$ cat src/rtl/jt49_dcrm_sched_if.sv
// Sample-set handshake between the channel mixers and the DC-removal engine.
// The master drives the strobe and channel samples, the slave returns the outputs and status.
interface jt49_dcrm_sched_if;
  logic       cen;
  logic [7:0] din_a;
  logic [7:0] din_b;
  logic [7:0] din_c;
  logic [7:0] dout_a;
  logic [7:0] dout_b;
  logic [7:0] dout_c;
  logic       done;
  logic       busy;
  logic       ovf;

  modport master (
    output cen, din_a, din_b, din_c,
    input  dout_a, dout_b, dout_c, done, busy, ovf
  );

  modport slave (
    input  cen, din_a, din_b, din_c,
    output dout_a, dout_b, dout_c, done, busy, ovf
  );
endinterface

$ cat src/rtl/jt49_dcrm_sched.sv
// Time-multiplexed DC-removal for PSG channels A/B/C: one shared integrator and
// error-feedback datapath visits each channel in turn, outputs appear together.
module jt49_dcrm_sched #(
  parameter int DW = 10
) (
  input  logic               clk,
  input  logic               rst,
  jt49_dcrm_sched_if.slave   bus
);
  localparam int W = DW + 9;

  typedef enum logic {IDLE, RUN} state_t;

  state_t              state_q, state_d;
  logic [1:0]          idx_q, idx_d;
  logic [7:0]          smp_q [3];
  logic [7:0]          smp_d [3];
  logic signed [W-1:0] integ_q [3];
  logic signed [W-1:0] integ_d [3];
  logic signed [W-1:0] err_q [3];
  logic signed [W-1:0] err_d [3];
  logic [7:0]          stage_a_q, stage_a_d;
  logic [7:0]          stage_b_q, stage_b_d;
  logic [7:0]          dout_a_q, dout_a_d;
  logic [7:0]          dout_b_q, dout_b_d;
  logic [7:0]          dout_c_q, dout_c_d;
  logic                done_q, done_d;
  logic                busy_q, busy_d;
  logic                ovf_q, ovf_d;

  logic [7:0]          x_sel;
  logic signed [W-1:0] integ_sel;
  logic signed [W-1:0] err_sel;
  logic signed [W-1:0] exact;
  logic signed [8:0]   q;
  logic signed [8:0]   pre;
  logic signed [W-1:0] integ_nx;
  logic signed [W-1:0] err_nx;

  // Shared datapath: the channel picked by idx_q is the only one evaluated this cycle.
  always_comb begin
    x_sel     = smp_q[0];
    integ_sel = integ_q[0];
    err_sel   = err_q[0];
    for (int i = 1; i < 3; i++) begin
      if (idx_q == 2'(i)) begin
        x_sel     = smp_q[i];
        integ_sel = integ_q[i];
        err_sel   = err_q[i];
      end
    end
    exact    = integ_sel + err_sel;
    q        = exact[W-1:DW];
    pre      = $signed({1'b0, x_sel}) - q;
    integ_nx = integ_sel + {{(W-9){pre[8]}}, pre};
    err_nx   = exact - {q, {DW{1'b0}}};
  end

  always_comb begin
    state_d   = state_q;
    idx_d     = idx_q;
    smp_d     = smp_q;
    integ_d   = integ_q;
    err_d     = err_q;
    stage_a_d = stage_a_q;
    stage_b_d = stage_b_q;
    dout_a_d  = dout_a_q;
    dout_b_d  = dout_b_q;
    dout_c_d  = dout_c_q;
    done_d    = 1'b0;
    busy_d    = busy_q;
    ovf_d     = ovf_q;
    case (state_q)
      IDLE: begin
        if (bus.cen) begin
          state_d  = RUN;
          busy_d   = 1'b1;
          idx_d    = 2'd0;
          smp_d[0] = bus.din_a;
          smp_d[1] = bus.din_b;
          smp_d[2] = bus.din_c;
        end
      end
      RUN: begin
        // No pre-queuing: any strobe seen while running is lost and flagged.
        if (bus.cen) ovf_d = 1'b1;
        for (int i = 0; i < 3; i++) begin
          if (idx_q == 2'(i)) begin
            integ_d[i] = integ_nx;
            err_d[i]   = err_nx;
          end
        end
        if (idx_q == 2'd2) begin
          dout_a_d = stage_a_q;
          dout_b_d = stage_b_q;
          dout_c_d = pre[7:0];
          done_d   = 1'b1;
          busy_d   = 1'b0;
          idx_d    = 2'd0;
          state_d  = IDLE;
        end else begin
          if (idx_q == 2'd0) stage_a_d = pre[7:0];
          else               stage_b_d = pre[7:0];
          idx_d = idx_q + 2'd1;
        end
      end
      default: state_d = IDLE;
    endcase
  end

  always_ff @(posedge clk) begin
    if (rst) begin
      state_q   <= IDLE;
      idx_q     <= 2'd0;
      for (int i = 0; i < 3; i++) begin
        smp_q[i]   <= 8'd0;
        integ_q[i] <= '0;
        err_q[i]   <= '0;
      end
      stage_a_q <= 8'd0;
      stage_b_q <= 8'd0;
      dout_a_q  <= 8'd0;
      dout_b_q  <= 8'd0;
      dout_c_q  <= 8'd0;
      done_q    <= 1'b0;
      busy_q    <= 1'b0;
      ovf_q     <= 1'b0;
    end else begin
      state_q   <= state_d;
      idx_q     <= idx_d;
      smp_q     <= smp_d;
      integ_q   <= integ_d;
      err_q     <= err_d;
      stage_a_q <= stage_a_d;
      stage_b_q <= stage_b_d;
      dout_a_q  <= dout_a_d;
      dout_b_q  <= dout_b_d;
      dout_c_q  <= dout_c_d;
      done_q    <= done_d;
      busy_q    <= busy_d;
      ovf_q     <= ovf_d;
    end
  end

  assign bus.dout_a = dout_a_q;
  assign bus.dout_b = dout_b_q;
  assign bus.dout_c = dout_c_q;
  assign bus.done   = done_q;
  assign bus.busy   = busy_q;
  assign bus.ovf    = ovf_q;
endmodule

$ cat src/flat_wrapper.sv
// flat-port wrapper written by rule: the top's interface ports become plain ports
module jt49_dcrm_sched_flat 
#(
  parameter int DW = 10
)
  (clk, rst, bus_cen, bus_din_a, bus_din_b, bus_din_c, bus_dout_a, bus_dout_b, bus_dout_c, bus_done, bus_busy, bus_ovf);
  jt49_dcrm_sched_if bus_i ();
  input  logic clk;
  input  logic rst;
  input wire logic [$bits(bus_i.cen)-1:0] bus_cen;
  input wire logic [$bits(bus_i.din_a)-1:0] bus_din_a;
  input wire logic [$bits(bus_i.din_b)-1:0] bus_din_b;
  input wire logic [$bits(bus_i.din_c)-1:0] bus_din_c;
  output wire logic [$bits(bus_i.dout_a)-1:0] bus_dout_a;
  output wire logic [$bits(bus_i.dout_b)-1:0] bus_dout_b;
  output wire logic [$bits(bus_i.dout_c)-1:0] bus_dout_c;
  output wire logic [$bits(bus_i.done)-1:0] bus_done;
  output wire logic [$bits(bus_i.busy)-1:0] bus_busy;
  output wire logic [$bits(bus_i.ovf)-1:0] bus_ovf;
  assign bus_i.cen = bus_cen;
  assign bus_i.din_a = bus_din_a;
  assign bus_i.din_b = bus_din_b;
  assign bus_i.din_c = bus_din_c;
  assign bus_dout_a = bus_i.dout_a;
  assign bus_dout_b = bus_i.dout_b;
  assign bus_dout_c = bus_i.dout_c;
  assign bus_done = bus_i.done;
  assign bus_busy = bus_i.busy;
  assign bus_ovf = bus_i.ovf;
  jt49_dcrm_sched #(.DW(DW)) u_core (.clk(clk), .rst(rst), .bus(bus_i));
endmodule
$ cat config.mk
export PLATFORM = sky130hd
export DESIGN_NAME = jt49_dcrm_sched_flat
export DESIGN_NICKNAME = d
export VERILOG_FILES = /design/src/rtl/jt49_dcrm_sched_if.sv /design/src/rtl/jt49_dcrm_sched.sv /design/src/flat_wrapper.sv
export SDC_FILE = /design/constraint.sdc
export NUM_CORES = 1
export LEC_CHECK = 0
export CAP_MARGIN = 20
export CORE_MARGIN = 5
export CORE_UTILIZATION = 64
export DETAILED_ROUTE_END_ITERATION = 10
export GPL_ROUTABILITY_DRIVEN = 0
export PLACE_DENSITY = 0.95
export SYNTH_ARGS = -nofsm -noshare
export SYNTH_HDL_FRONTEND = slang
export SYNTH_SLANG_ARGS = --single-unit
$ cat constraint.sdc
create_clock -name clk -period 17 [get_ports clk]
set_input_delay 3.4 -clock clk [delete_from_list [all_inputs] [get_ports clk]]
set_output_delay 3.4 -clock clk [all_outputs]
set_load 0.05 [all_outputs]
==> results.toml, run 1 <==
[outcome]
outcome = "finished clean"

[finish]
nets = 1039
seq_area_um2 = 3150
final_cells = 1154
n_antenna_cell = 0
area_delta_synth_final_pct = 14.9
final_common_cell = "nand2_1"
drive_above_1_share_pct = 6.09
fillers = 798
final_cell_mix = "183 x nand2_1, 155 x dfxtp_1, 132 x a21oi_1"
multi_input_area_um2 = 4550

[critical_path]
cp_slowest_cell = "dfxtp_4"
critPathMostFrequentCell = "a21oi_1"
path_max_fanout = 63
endpoint_kind = "flip-flop"
worstPathArrival_ns = 8.91
startpoint_type = "flip-flop"
slowest_delay_ns = 0.75
required_ns = 17.28
worst-setup-path-type = "reg2reg"

[cts]
clkLatencyLatePin_ns = 0.43
cts_max_path_buffers = 2
root_buffer = "clkbuf_16"
htree_num_levels = 4
path_clk_slew_ns = 0.07
cts.sinks = 157
cts_resized = 0
post_cts_buffers = 0
cts_tree = "done"
holdBufCountCts = 0
numCtsBuffers = 17

[yosys]
yosys.area.top_type_share_pct = 39.2
yosys_warnings = 0
synth_edf_count = 0
syn_area_per_cell_um2 = 8.40
ys_seq_elements = 157
ys.flop_type = "dfxtp_1"
synthCells = 954
synth.area.top_cells = "dfxtp_1 39%, nand2_1 8.6%, a21oi_1 8.2%, ha_1 5.6%, mux2i_1 5.1%"
synth-seq-area-share_pct = 39.2
syn_nets = 1020
syn-cell-area_um2 = 8010
synth_top_cell_by_area = "dfxtp_1"
synth_cell_types = 52
async_flop_share_pct = 0

[power_and_ir_drop]
power_frac_comb_pct = 47.7
ir_drop_mv = 0.112
cell_internal_pwr_uw = 923
switching_share_pct = 42.0
clockPowerShare_pct = 24.8
p_leak_nw = 3.42
powerDensity_nw_per_um2 = 173
p_sw_uw = 669
seq_power_share_pct = 27.5

[hold_path]
hp-class = "reg2reg"

[floorplanning]
die_y_um = 122
core-area_um2 = 12200
io_pins = 54
initial_core_util_pct = 65.9
dieWidth_um = 122
rows = 40
die-area_um2 = 14900

[sta]
relSlewSlack_pct = 34.9
hold_viol = 0
worstMarginPinSlew_ns = 0.976
hold-worst-slack_ns = 0.457
fmax_mhz = 116
finalCritPeriodShare_pct = 50.8
rsz0062_at_grt = "false"
skew_ns = 0.00974
min_period_ns = 8.64
setup_tns_ns = 0
finalSetupViolations = 0
drv_slew = 0

[global_route]
gr-usage-all-layers_pct = 27.9
grt_pass1_vias = 6897
grt_pass1_wl_um = 33100
grt_max_degree = 66
antenna_found_initial = 0
grt.overflow.total = 0

[placed_design]
io_buffers = 53
dpl.cell_count = 1120
place_hpwl_um = 12900

[job]
max_cap_viol_count = 0

[routing]
drtAntennaViolNets = 0
dr.first_iter.drc_count = 774
route.vias.total = 7259
remaining_drc_errors = 0
firstDrtPassIters = 6
wl_per_cell_um = 18.3
vias_per_cell = 6.29
routed_wl_um = 21100
==> registers in the layout, indices dropped and copies added (netlist names), 2 cells and up <==
signal and flops:
u_core.stage_b_q 8, u_core.stage_a_q 8, u_core.bus.dout_c 8, u_core.smp_q 24, u_core.bus.dout_b 8, u_core.integ_q 57, u_core.idx_q 2, u_core.err_q 30
u_core.bus.dout_a 8
==> per-stage QoR <==
stage	power, mW	cell area (um2)	utilization (%)	setup slack (ns)
2_1_floorplan	0.996	8010	-	9.56
3_3_place_gp	1.13	8560	70.4	8.93
3_5_place_dp	1.16	8560	70.4	8.65
4_1_cts	1.56	9170	75.4	8.48
5_1_grt	1.68	9210	75.7	7.79
6_report	1.59	9210	75.7	8.36
==> cell usage after synthesis (5+ instances only) <==
cell type,number
ha_1,36
xnor2_1,23
o21a_1,9
a211oi_1,44
a22o_1,39
a21o_1,5
nor2b_1,40
and2_1,8
clkbuf_1,48
nand2b_1,7
nor3_1,7
nand3_1,13
nand2_1,183
o31ai_1,8
o21ai_0,26
buf_2,6
nor2_1,34
xor2_1,11
dfxtp_1,157
inv_1,16
buf_1,7
a21oi_1,132
mux2i_1,41
==> final timing paths <==
path,startpoint,slack [ns],cells past startpoint,endpoint
setup / recovery,u_core.idx_q[0]$_SDFFE_PP0P_,8.36,28,u_core.integ_q[55]$_SDFFE_PP0P_
hold reg to reg,u_core.stage_b_q[5]$_SDFFE_PP0P_,0.46,2,u_core.stage_b_q[5]$_SDFFE_PP0P_
setup reg to reg,u_core.idx_q[0]$_SDFFE_PP0P_,8.36,28,u_core.integ_q[55]$_SDFFE_PP0P_
hold / removal,u_core.stage_b_q[5]$_SDFFE_PP0P_,0.46,2,u_core.stage_b_q[5]$_SDFFE_PP0P_
==> worst max-delay path: cells and delay by family, from the launching register on <==
kind / cells / cell delay [ns]
AOI/OAI and AO/OA: 15 / 3.27
xor gates and xnor gates: 3 / 1.06
adders and majority gates: 3 / 1.18
buffers and inverters: 1 / 0.72
DFF: 1 / 0.75
muxes: 1 / 0.41
and+or+nand+nor: 5 / 1.05
==> final cells by class <==
type | instances | area share [%]
clock buffer | 20 | 4.85
multi-input combinational | 717 | 49.4
sequential | 157 | 34.2
clock inverter | 12 | 1.77
tap | 168 | 2.28
timing repair buffer | 64 | 6.86
inverter | 16 | 0.652
==> kinds of logic (layout without fill, tap and decap cells) <==
group	count (synthesis)	after routing	synth area share, %
AO/OA/AOI/OAI	286	286	22.5
flip-flops	157	157	39.2
XOR/XNOR	35	35	3.92
adder cells (fa/ha/maj)	39	39	6.37
buffers and inverters	80	112	4.12
multiplexers	48	48	6.56
AND/OR/NAND/NOR	309	309	17.3
==> layer usage <==
metal  global-route usage (%)  share of wire, %  vias to the layer above
met3                     6.73               8.3                       81
met2                     47.1                50                      385
li1                         -                 -                     3388
met4                     13.4               3.1                        0
met5                        0                 0                        -
met1                     33.2                39                     3405
==> power by group through the flow <==
stage | Combinational (mW) | Sequential [mW] | Clock (mW)
after global placement | 0.692 | 0.440 | 0
after CTS | 0.731 | 0.435 | 0.396
after floorplan | 0.561 | 0.435 | 0
after global routing | 0.821 | 0.440 | 0.415
after detailed placement | 0.717 | 0.442 | 0
final | 0.760 | 0.437 | 0.395
No activity file was read; power rests on OpenSTA's default activity.
==> inputs of run 2 (changes only) <==
--- a/config.mk
+++ b/config.mk
@@ -7,10 +7,10 @@
 export LEC_CHECK = 0
 export CAP_MARGIN = 20
 export CORE_MARGIN = 5
-export CORE_UTILIZATION = 64
+export CORE_UTILIZATION = 59
 export DETAILED_ROUTE_END_ITERATION = 10
 export GPL_ROUTABILITY_DRIVEN = 0
-export PLACE_DENSITY = 0.95
+export PLACE_DENSITY = 0.9
 export SYNTH_ARGS = -nofsm -noshare
 export SYNTH_HDL_FRONTEND = slang
 export SYNTH_SLANG_ARGS = --single-unit
==> constraint.sdc (replaced) <==
create_clock -name clk -period 8.45 [get_ports clk]
set_input_delay 1.69 -clock clk [delete_from_list [all_inputs] [get_ports clk]]
set_output_delay 1.69 -clock clk [all_outputs]
set_load 0.05 [all_outputs]
==> run 2 against run 1 <==
Effect of this change: power up 94%; count of clock-buffer cells in the layout down 2; routed wire length down 4.5%; non-clock buffer count up 2; register-to-register slack worse by 7.4 ns; clock power up 89%; global-route usage down 2.8 points; sequential share of layout area up 0.084 points; core utilization down 6.6 points.
==> results.toml, run 2 (synthesized netlist as in run 1, its figures left out) <==
[outcome]
outcome = "finished clean"

[sta]
worstMarginPinSlew_ns = 0.953
drv_slew = 0
fin_ws_ns = 0.926
fmax_mhz = 133
finalSetupViolations = 0
rsz0062_at_grt = "false"
min_period_ns = 7.52
skew_ns = 0.0108
hold-worst-slack_ns = 0.454
finalCritPeriodShare_pct = 89.0
hold_viol = 0
relSlewSlack_pct = 36.5
setup_tns_ns = 0

[cts]
cts_max_path_buffers = 2
htree_num_levels = 4
post_cts_buffers = 0
numCtsBuffers = 17
path_clk_slew_ns = 0.06
cts.sinks = 157
cts_tree = "done"
holdBufCountCts = 0
root_buffer = "clkbuf_16"
cts_resized = 0
clkLatencyLatePin_ns = 0.44

[floorplanning]
core-area_um2 = 13300
die_y_um = 127
rows = 42
die-area_um2 = 16000
initial_core_util_pct = 60.3
dieWidth_um = 127
io_pins = 54

[power_and_ir_drop]
cell_internal_pwr_mw = 1.78
switching_share_pct = 42.2
p_sw_mw = 1.30
clockPowerShare_pct = 24.2
seq_power_share_pct = 28.4
powerDensity_nw_per_um2 = 336
ir_drop_mv = 0.181
power_frac_comb_pct = 47.4
p_leak_nw = 3.41

[finish]
regMostFlops = "u_core.integ_q"
largest_register_ffs = 57
seq_area_um2 = 3150
multi_input_area_um2 = 4550
design_area_um2 = 9190
final_cells = 1164
n_antenna_cell = 0
area_delta_synth_final_pct = 14.6
nets = 1041
final_cell_mix = "183 x nand2_1, 155 x dfxtp_1, 132 x a21oi_1"
top_regs = "u_core.integ_q x57, u_core.err_q x30, u_core.smp_q x24"
drive_above_1_share_pct = 6.48
fillers = 994
final_common_cell = "nand2_1"

[critical_path]
worstSetupPathDepth = 29
cp_slowest_cell = "dfxtp_4"
r2r_end = "u_core.integ_q[55]$_SDFFE_PP0P_"
critPathTopFamily = "compound AO/OA/AOI/OAI gates"
worst-setup-path-type = "reg2reg"
worstPathArrival_ns = 7.82
required_ns = 8.74
path_max_fanout = 36
ff2ff_setup_slack_ns = 0.93
crit_start = "u_core.idx_q[0]$_SDFFE_PP0P_"
startpoint_type = "flip-flop"
endpoint_kind = "flip-flop"
slowest_delay_ns = 0.62
worstSetupEndpoint = "u_core.integ_q[55]$_SDFFE_PP0P_"
critPathMostFrequentCell = "a21oi_1"
r2r-start = "u_core.idx_q[0]$_SDFFE_PP0P_"
crit_buf_inv = 2
r2r_cells = 29

[placed_design]
place_ws_ns = 1.25
io_buffers = 53
dpl.cell_count = 1131
placed_area_um2 = 8590
place_hpwl_um = 12300

[global_route]
grt_pass1_wl_um = 33400
grt.overflow.total = 0
grt_pass1_vias = 6878
gr-usage-all-layers_pct = 25.0
antenna_found_initial = 0
grt_max_degree = 56

[routing]
dr.first_iter.drc_count = 801
drtAntennaViolNets = 0
wl_per_cell_um = 17.3
route.vias.total = 7115
routed_wl_um = 20100
firstDrtPassIters = 7
remaining_drc_errors = 0
vias_per_cell = 6.11

[job]
max_cap_viol_count = 0

[hold_path]
hp-class = "reg2reg"
[run 2: changes by cell type in the layout (fill, tap and decap cells not counted), sizes merged]
cell	change
buf	+2
bufinv	-2
clkbuf	-2
inv	+2
clkinv	+1
clkinvlp	+1
[run 2: final cells by class]
cell class / count / area share [%]
clock buffers: 18 / 4.78
clock inverters: 14 / 1.46
inverters: 16 / 0.654
multi-input cells: 717 / 49.5
flip-flops and latches: 157 / 34.3
well taps: 176 / 2.40
repair buffers: 66 / 6.92
[run 2: worst min path at each step]
stage,startpoint,end,slack (ns),cells after the start
6_report,u_core.integ_q[18]$_SDFFE_PP0P_,u_core.integ_q[18]$_SDFFE_PP0P_,0.45,2
5_1_grt,u_core.smp_q[14]$_SDFFE_PP0P_,u_core.smp_q[14]$_SDFFE_PP0P_,0.48,2
4_1_cts,u_core.integ_q[18]$_SDFFE_PP0P_,u_core.integ_q[18]$_SDFFE_PP0P_,0.46,2
3_5_place_dp,u_core.integ_q[12]$_SDFFE_PP0P_,u_core.integ_q[12]$_SDFFE_PP0P_,0.45,2
3_3_place_gp,u_core.err_q[7]$_SDFFE_PP0P_,u_core.err_q[7]$_SDFFE_PP0P_,0.44,2
2_1_floorplan,u_core.err_q[1]$_SDFFE_PP0P_,u_core.err_q[1]$_SDFFE_PP0P_,0.42,2
[run 2: through the flow]
stage	util, %	power (mW)
floorplan	-	2.00
CTS	68.9	3.05
global placement	64.6	2.24
detailed placement	64.6	2.28
global route	69.1	3.25
finish	69.1	3.09
[run 2: per-layer routing]
metal	vias up	part of all wire (%)	wire [um]	track usage [%]
met5	-	0	0	0
met4	0	2.4	487	9.91
met3	44	6.7	1350	4.88
met2	275	49	9880	43.0
met1	3393	42	8410	31.0
li1	3403	-	-	-
[run 2: power by group through the flow]
stage	clock network [mW]	logic, mW	registers, mW
final	0.748	1.46	0.878
after global placement	0	1.36	0.884
after floorplan	0	1.13	0.875
after detailed placement	0	1.39	0.888
after global routing	0.786	1.58	0.885
after CTS	0.750	1.43	0.875
[run 2: tightest hold or removal path, stage by stage, from the launching register on]
cell     delay (ns)
dfxtp_1        0.31
nand2_1        0.05
o21ai_1        0.05
